## src/rtl/pc_sequencer_if.sv

```systemverilog
// Instruction-fetch handshake between pc_sequencer (master) and instruction memory (slave).
interface pc_sequencer_if;
  localparam int unsigned AW = 32;
  localparam int unsigned DW = 32;

  logic          imem_req;
  logic [AW-1:0] imem_addr;
  logic          imem_ack;
  logic [DW-1:0] imem_rdata;

  modport master (
    output imem_req,
    output imem_addr,
    input  imem_ack,
    input  imem_rdata
  );

  modport slave (
    input  imem_req,
    input  imem_addr,
    output imem_ack,
    output imem_rdata
  );
endinterface

```

## src/rtl/pc_sequencer.sv

```systemverilog
// Program counter, fetch FSM and one-entry pending-redirect buffer for the multi-cycle MIPS core.
// Control transfers reported by decode take effect after the architectural delay slot.
module pc_sequencer #(
  parameter logic [31:0] RESET_PC = 32'h0000_3000
) (
  input  logic                  clk_i,
  input  logic                  reset_i,
  input  logic                  stall_i,
  input  logic                  br_valid_i,
  input  logic [2:0]            br_i,
  input  logic                  br_taken_i,
  input  logic [15:0]           imm16_i,
  input  logic [25:0]           imm26_i,
  input  logic [31:0]           rd1_i,
  pc_sequencer_if.master        imem,
  output logic [31:0]           instr_f_o,
  output logic [31:0]           pc_f_o,
  output logic                  instr_valid_o,
  output logic [31:0]           pc_d_o,
  output logic [31:0]           link_addr_o,
  output logic                  addr_err_o
);

  localparam int unsigned XLEN = 32;

  typedef enum logic [1:0] {
    S_IDLE  = 2'd0,
    S_FETCH = 2'd1,
    S_HOLD  = 2'd2
  } state_e;

  state_e          state_q, state_d;
  logic            imem_req_q, imem_req_d;
  logic [XLEN-1:0] imem_addr_q, imem_addr_d;
  logic [XLEN-1:0] fetch_pc_q, fetch_pc_d;
  logic [XLEN-1:0] instr_f_q, instr_f_d;
  logic [XLEN-1:0] pc_f_q, pc_f_d;
  logic            instr_valid_q, instr_valid_d;
  logic [XLEN-1:0] pc_d_q, pc_d_d;
  logic [XLEN-1:0] link_addr_q, link_addr_d;
  logic            pending_vld_q, pending_vld_d;
  logic [XLEN-1:0] pending_tgt_q, pending_tgt_d;
  logic            addr_err_q, addr_err_d;

  logic            consume;
  logic            br_redir;
  logic [XLEN-1:0] br_off;
  logic [XLEN-1:0] br_tgt;
  logic [XLEN-1:0] next_pc;

  // Redirect target relative to the branch's own PC (pc_d)
  always_comb begin : redirect_target
    br_off   = {{14{imm16_i[15]}}, imm16_i, 2'b00};
    br_redir = 1'b0;
    br_tgt   = pc_d_q + XLEN'(4) + br_off;
    case (br_i)
      3'b001: begin
        br_redir = br_taken_i;
      end
      3'b010, 3'b011: begin
        br_redir = 1'b1;
        br_tgt   = {pc_d_q[31:28], imm26_i, 2'b00};
      end
      3'b100, 3'b101: begin
        br_redir = 1'b1;
        br_tgt   = {rd1_i[31:2], 2'b00};
      end
      default: begin
        br_redir = 1'b0;
      end
    endcase
    br_redir = br_redir & br_valid_i;
  end

  // Next-state and datapath updates
  always_comb begin : next_state
    state_d       = state_q;
    imem_req_d    = imem_req_q;
    imem_addr_d   = imem_addr_q;
    fetch_pc_d    = fetch_pc_q;
    instr_f_d     = instr_f_q;
    pc_f_d        = pc_f_q;
    instr_valid_d = instr_valid_q;
    pc_d_d        = pc_d_q;
    link_addr_d   = link_addr_q;
    pending_vld_d = pending_vld_q;
    pending_tgt_d = pending_tgt_q;
    addr_err_d    = br_valid_i && (br_i[2:1] == 2'b10) && (rd1_i[1:0] != 2'b00);

    consume = (state_q == S_HOLD) && !stall_i;
    if (pending_vld_q) begin
      next_pc = pending_tgt_q;
    end else if (br_redir) begin
      next_pc = br_tgt;
    end else begin
      next_pc = pc_f_q + XLEN'(4);
    end

    case (state_q)
      S_IDLE: begin
        state_d     = S_FETCH;
        imem_req_d  = 1'b1;
        imem_addr_d = fetch_pc_q;
      end
      S_FETCH: begin
        if (imem.imem_ack) begin
          state_d       = S_HOLD;
          imem_req_d    = 1'b0;
          instr_f_d     = imem.imem_rdata;
          pc_f_d        = fetch_pc_q;
          instr_valid_d = 1'b1;
        end
      end
      S_HOLD: begin
        if (consume) begin
          state_d       = S_FETCH;
          imem_req_d    = 1'b1;
          imem_addr_d   = next_pc;
          fetch_pc_d    = next_pc;
          instr_valid_d = 1'b0;
          pc_d_d        = pc_f_q;
          link_addr_d   = pc_f_q + XLEN'(8);
        end
      end
      default: begin
        state_d = S_IDLE;
      end
    endcase

    // A delay-slot consume drains the buffer; otherwise the first redirect is held
    if (consume) begin
      pending_vld_d = 1'b0;
    end else if (br_redir && !pending_vld_q) begin
      pending_vld_d = 1'b1;
      pending_tgt_d = br_tgt;
    end
  end

  always_ff @(posedge clk_i) begin : state_reg
    if (reset_i) begin
      state_q       <= S_IDLE;
      imem_req_q    <= 1'b0;
      imem_addr_q   <= RESET_PC;
      fetch_pc_q    <= RESET_PC;
      instr_f_q     <= '0;
      pc_f_q        <= RESET_PC;
      instr_valid_q <= 1'b0;
      pc_d_q        <= RESET_PC;
      link_addr_q   <= RESET_PC + XLEN'(8);
      pending_vld_q <= 1'b0;
      pending_tgt_q <= '0;
      addr_err_q    <= 1'b0;
    end else begin
      state_q       <= state_d;
      imem_req_q    <= imem_req_d;
      imem_addr_q   <= imem_addr_d;
      fetch_pc_q    <= fetch_pc_d;
      instr_f_q     <= instr_f_d;
      pc_f_q        <= pc_f_d;
      instr_valid_q <= instr_valid_d;
      pc_d_q        <= pc_d_d;
      link_addr_q   <= link_addr_d;
      pending_vld_q <= pending_vld_d;
      pending_tgt_q <= pending_tgt_d;
      addr_err_q    <= addr_err_d;
    end
  end

  assign imem.imem_req  = imem_req_q;
  assign imem.imem_addr = imem_addr_q;
  assign instr_f_o      = instr_f_q;
  assign pc_f_o         = pc_f_q;
  assign instr_valid_o  = instr_valid_q;
  assign pc_d_o         = pc_d_q;
  assign link_addr_o    = link_addr_q;
  assign addr_err_o     = addr_err_q;

endmodule

```

## src/flat_wrapper.sv

```systemverilog
// flat-port wrapper written by rule: the top's interface ports become plain ports
module pc_sequencer_flat 
#(
  parameter logic [31:0] RESET_PC = 32'h0000_3000
)
  (clk_i, reset_i, stall_i, br_valid_i, br_i, br_taken_i, imm16_i, imm26_i, rd1_i, instr_f_o, pc_f_o, instr_valid_o, pc_d_o, link_addr_o, addr_err_o, imem_imem_req, imem_imem_addr, imem_imem_ack, imem_imem_rdata);
  pc_sequencer_if imem_i ();
  input  logic clk_i;
  input  logic reset_i;
  input  logic stall_i;
  input  logic br_valid_i;
  input  logic [2:0] br_i;
  input  logic br_taken_i;
  input  logic [15:0] imm16_i;
  input  logic [25:0] imm26_i;
  input  logic [31:0] rd1_i;
  output logic [31:0] instr_f_o;
  output logic [31:0] pc_f_o;
  output logic instr_valid_o;
  output logic [31:0] pc_d_o;
  output logic [31:0] link_addr_o;
  output logic addr_err_o;
  output wire logic [$bits(imem_i.imem_req)-1:0] imem_imem_req;
  output wire logic [$bits(imem_i.imem_addr)-1:0] imem_imem_addr;
  input wire logic [$bits(imem_i.imem_ack)-1:0] imem_imem_ack;
  input wire logic [$bits(imem_i.imem_rdata)-1:0] imem_imem_rdata;
  assign imem_imem_req = imem_i.imem_req;
  assign imem_imem_addr = imem_i.imem_addr;
  assign imem_i.imem_ack = imem_imem_ack;
  assign imem_i.imem_rdata = imem_imem_rdata;
  pc_sequencer #(.RESET_PC(RESET_PC)) u_core (.clk_i(clk_i), .reset_i(reset_i), .stall_i(stall_i), .br_valid_i(br_valid_i), .br_i(br_i), .br_taken_i(br_taken_i), .imm16_i(imm16_i), .imm26_i(imm26_i), .rd1_i(rd1_i), .imem(imem_i), .instr_f_o(instr_f_o), .pc_f_o(pc_f_o), .instr_valid_o(instr_valid_o), .pc_d_o(pc_d_o), .link_addr_o(link_addr_o), .addr_err_o(addr_err_o));
endmodule
```

## config.mk

```make
export PLATFORM = sky130hd
export DESIGN_NAME = pc_sequencer_flat
export DESIGN_NICKNAME = d
export VERILOG_FILES = /design/src/rtl/pc_sequencer_if.sv /design/src/rtl/pc_sequencer.sv /design/src/flat_wrapper.sv
export SDC_FILE = /design/constraint.sdc
export NUM_CORES = 1
export LEC_CHECK = 0
export CORE_ASPECT_RATIO = 0.5
export CORE_MARGIN = 3
export CORE_UTILIZATION = 45
export CTS_BUF_LIST = sky130_fd_sc_hd__clkbuf_8
export CTS_CLUSTER_DIAMETER = 40
export DETAILED_ROUTE_END_ITERATION = 6
export PLACE_DENSITY = 0.73
export REMOVE_ABC_BUFFERS = 1
export SETUP_SLACK_MARGIN = 0.2
export SYNTH_ARGS = -nofsm -noshare
export SYNTH_HDL_FRONTEND = slang
export SYNTH_SLANG_ARGS = --single-unit
```

## constraint.sdc

```tcl
create_clock -name clk_i -period 3.9 [get_ports clk_i]
set_clock_uncertainty 0.15 [all_clocks]
set_input_delay 0.78 -clock clk_i [delete_from_list [all_inputs] [get_ports clk_i]]
set_output_delay 0.78 -clock clk_i [all_outputs]
set_load 0.005 [all_outputs]
```

==> results.cfg <==
[worst_setup_path]
arrival_ns = 3.87
crit_required_ns = 4.19
crit_chain = clkdlybuf4s50_1, ha_1, inv_1, fa_2, nor2b_2, o31a_1, o211ai_1, a211o_1, a21oi_4, a21oi_2, xor2_1, o31a_1, o41ai_2
crit_path_start_kind = input pin
slowest_stage = clkdlybuf4s50_1
cpPeakStageDelay_ns = 0.42
crit_family = compound AO/OA/AOI/OAI gates
crit_type = input pin to flop
critical_path.max_fanout = 2
crit_buf_inv = 2
crit_path_end_kind = flop
cpMostUsedCell = o31a_1

[sta]
finalHoldViolCount = 0
slew_viol_final = 0
clock.fmax_mhz = 279
rsz0062_at_grt = true
worstMarginPinSlew_ns = 0.995
period_share_pct = 91.9
slew_headroom_pct = 32.9
setup_viol = 0
layout_min_cycle_time_ns = 3.58

[clock_network]
cts.path.max_buffers = 3
clock_latency_ns = 0.55
cts_tree = built
clkTransAtPathRegs_ns = 0.06
htree_num_levels = 2
cts_buffers = 34
cts.sinks = 227
hold_buffers = 0
clk_root_buffer_cell = clkbuf_8

[die]
initial_core_util_pct = 46.7
ios = 278
die_h_um = 121
dieArea_um2 = 28800
rows = 41
die_x_um = 237
core_area_um2 = 25700

[flow_run]
drv_cap = 0

[place]
gp_congestion = 0.944
port_buffers = 277
dp.cells = 2099
post-dp-hpwl_um = 32600

[outcome]
status = completed

[route]
drc = 0
ant_nets = 0
num_vias = 12836
wl_per_cell_um = 21.0
drtIter0Drc = 1231
routed_via_density = 5.95
wl_um = 45300
drt_pass1_iterations = 7

[power_and_ir_drop]
seqPwrFrac_pct = 45.0
leakagePower_nw = 6.54
power.switching_mw = 1.55
pwr-share-comb_pct = 17.8
cellPowerDensity_nw_per_um2 = 326
vdd_ir_drop_max_v = 0.000281
power.internal_mw = 3.90
clockPowerShare_pct = 37.2
switching_share_pct = 28.5
total_power_mw = 5.45

[cells_and_area]
regArea_um2 = 4540
instances_no_fill = 2159
insertedDiodeCount = 0
multi_input_area_um2 = 7000
syn_to_final_growth_pct = 39.4
nFillCells = 2136
drive_gt1_share_pct = 14.2
nets = 1973

[yosys]
ys_seq_area_share_pct = 37.9
post-synth-top-count-cell = dfxtp_1
synthCells = 1466
synth_top_area_cell = dfxtp_1
synth_area_um2 = 12000
syn_avg_cell_area_um2 = 8.18
yosys-top-cells-area = dfxtp_1 38%, ha_1 6.4%, a21oi_1 6.2%, nand2_1 5.8%, nor2_1 4.7%
synth_compound_area_share_pct = 27.1
synth.area.mux_share_pct = 0.761
synth_xor_area_share_pct = 5.55
yosysUniqueCellTypes = 72
yosys.area_share.simple_pct = 16.9
synth_top_cell_area_share_pct = 37.9
synth-edff-count = 0
synth_top_flop_cell = dfxtp_1
netlist_top_cells_count = 227 x dfxtp_1, 187 x nand2_1, 149 x nor2_1, 148 x a21oi_1, 104 x clkbuf_1
synth_top_family_by_area = compound AO/OA/AOI/OAI gates
ys_ff_latch = 227
synthArstFlopShare_pct = 0
synthAdderAreaFrac_pct = 6.53
yosysWarningCount = 0

[global_routing]
grt_pass1_wl_um = 69600
grt_max_degree = 109
overflow = 0
antenna_found_initial = 0
grt.total_usage_pct = 30.5
grt_pass1_vias = 12476

[min_path]
hold_class = flop to flop
==> through the flow <==
step	hold WS [ns]	setup WS [ns]	instance area (um^2)	setup TNS, ns	utilization, %
detailed placement	0.297	-0.452	15900	-9.63	61.7
global placement	0.290	-0.374	15900	-7.19	61.7
CTS	0.307	0.181	16600	0	64.5
floorplan	0.276	-3.52	11400	-284.70	-
global route	0.324	0.191	16700	0	65.1
finish	0.307	0.317	16700	0	65.1
==> flip-flops by register name (all words and copies together) (netlist names), 2 cells and up <==
name,flops
u_core.fetch_pc_q,32
u_core.pending_tgt_q,32
u_core.instr_f_o,32
u_core.state_q,2
u_core.pc_f_o,32
u_core.pc_d_o,29
u_core.link_addr_o,32
u_core.imem.imem_addr,32
==> cell type report <==
type	count	area share [%]
Clock buffer	43	3.54
Clock inverter	12	0.546
Inverter	22	0.494
Multi-Input combinational cell	1085	41.8
Sequential cell	227	27.2
Tap cell	344	2.57
Timing Repair Buffer	426	23.8
==> path summary, 6_finish.rpt <==
path	from	to	slack, ns	cells past startpoint
max	imm16_i[2]	u_core.imem.imem_addr[29]	0.32	13
min	u_core.link_addr_o[29]	u_core.link_addr_o[29]	0.31	2
max reg2reg	u_core.link_addr_o[2]	u_core.imem.imem_addr[29]	0.49	15
min reg2reg	u_core.link_addr_o[29]	u_core.link_addr_o[29]	0.31	2
==> layer usage <==
layer	global-route usage (%)	vias to the layer above	part of all wire, %
met1	39.8	6152	42
met5	0	-	0
met4	11.0	0	3.3
met3	6.09	120	8.5
met2	50.5	618	47
li1	-	5946	-
==> tightest hold or removal path, delay by kind of cell, from the launching register on <==
kind / cells / cell delay (ns)
AOI/OAI and AO/OA: 1 / 0.05
DFF: 1 / 0.31
and+or+nand+nor: 1 / 0.05
==> repair_timing <==
action,4_1_cts,5_1_grt
gates resized for setup,6,27
buffers inserted,1,4
pin swaps,6,21
setup endpoints to repair,9,28
gates cloned,0,0
==> power by group through the flow <==
| stage | clock network, mW | registers (mW) | logic, mW |
|---|---|---|---|
| 2_1_floorplan | 0 | 2.51 | 0.392 |
| 3_3_place_gp | 0 | 2.50 | 0.919 |
| 3_5_place_dp | 0 | 2.50 | 0.933 |
| 4_1_cts | 2.06 | 2.45 | 0.940 |
| 5_1_grt | 2.16 | 2.46 | 1.04 |
| 6_report | 2.03 | 2.45 | 0.968 |
==> placed cells by master, fill, tap and decap left out, drive strengths merged, types with 7 or more instances in the layout <==
cell,instances
a211o,7
a211oi,51
a21o,14
a21oi,152
a221o,7
a221oi,17
a22o,61
a22oi,15
a31oi,12
and2,7
and3,12
buf,150
clkbuf,43
clkdlybuf4s50,273
dfxtp,227
ha,61
inv,30
mux2i,8
nand2,188
nand3,32
nand4,17
nor2,149
nor3,21
nor4,10
o211ai,11
o21a,9
o21ai,66
o221ai,9
o22ai,9
o41ai,9
xnor2,39
xor2,37
==> cell families after synthesis <==
| family | Yosys count |
|---|---|
| AOI/OAI and AO/OA | 478 |
| xor gates and xnor gates | 76 |
| adders and majority gates | 62 |
| buffers and inverters | 154 |
| DFF | 227 |
| muxes | 9 |
| and+or+nand+nor | 460 |
No activity file was read; power rests on OpenSTA's default activity.
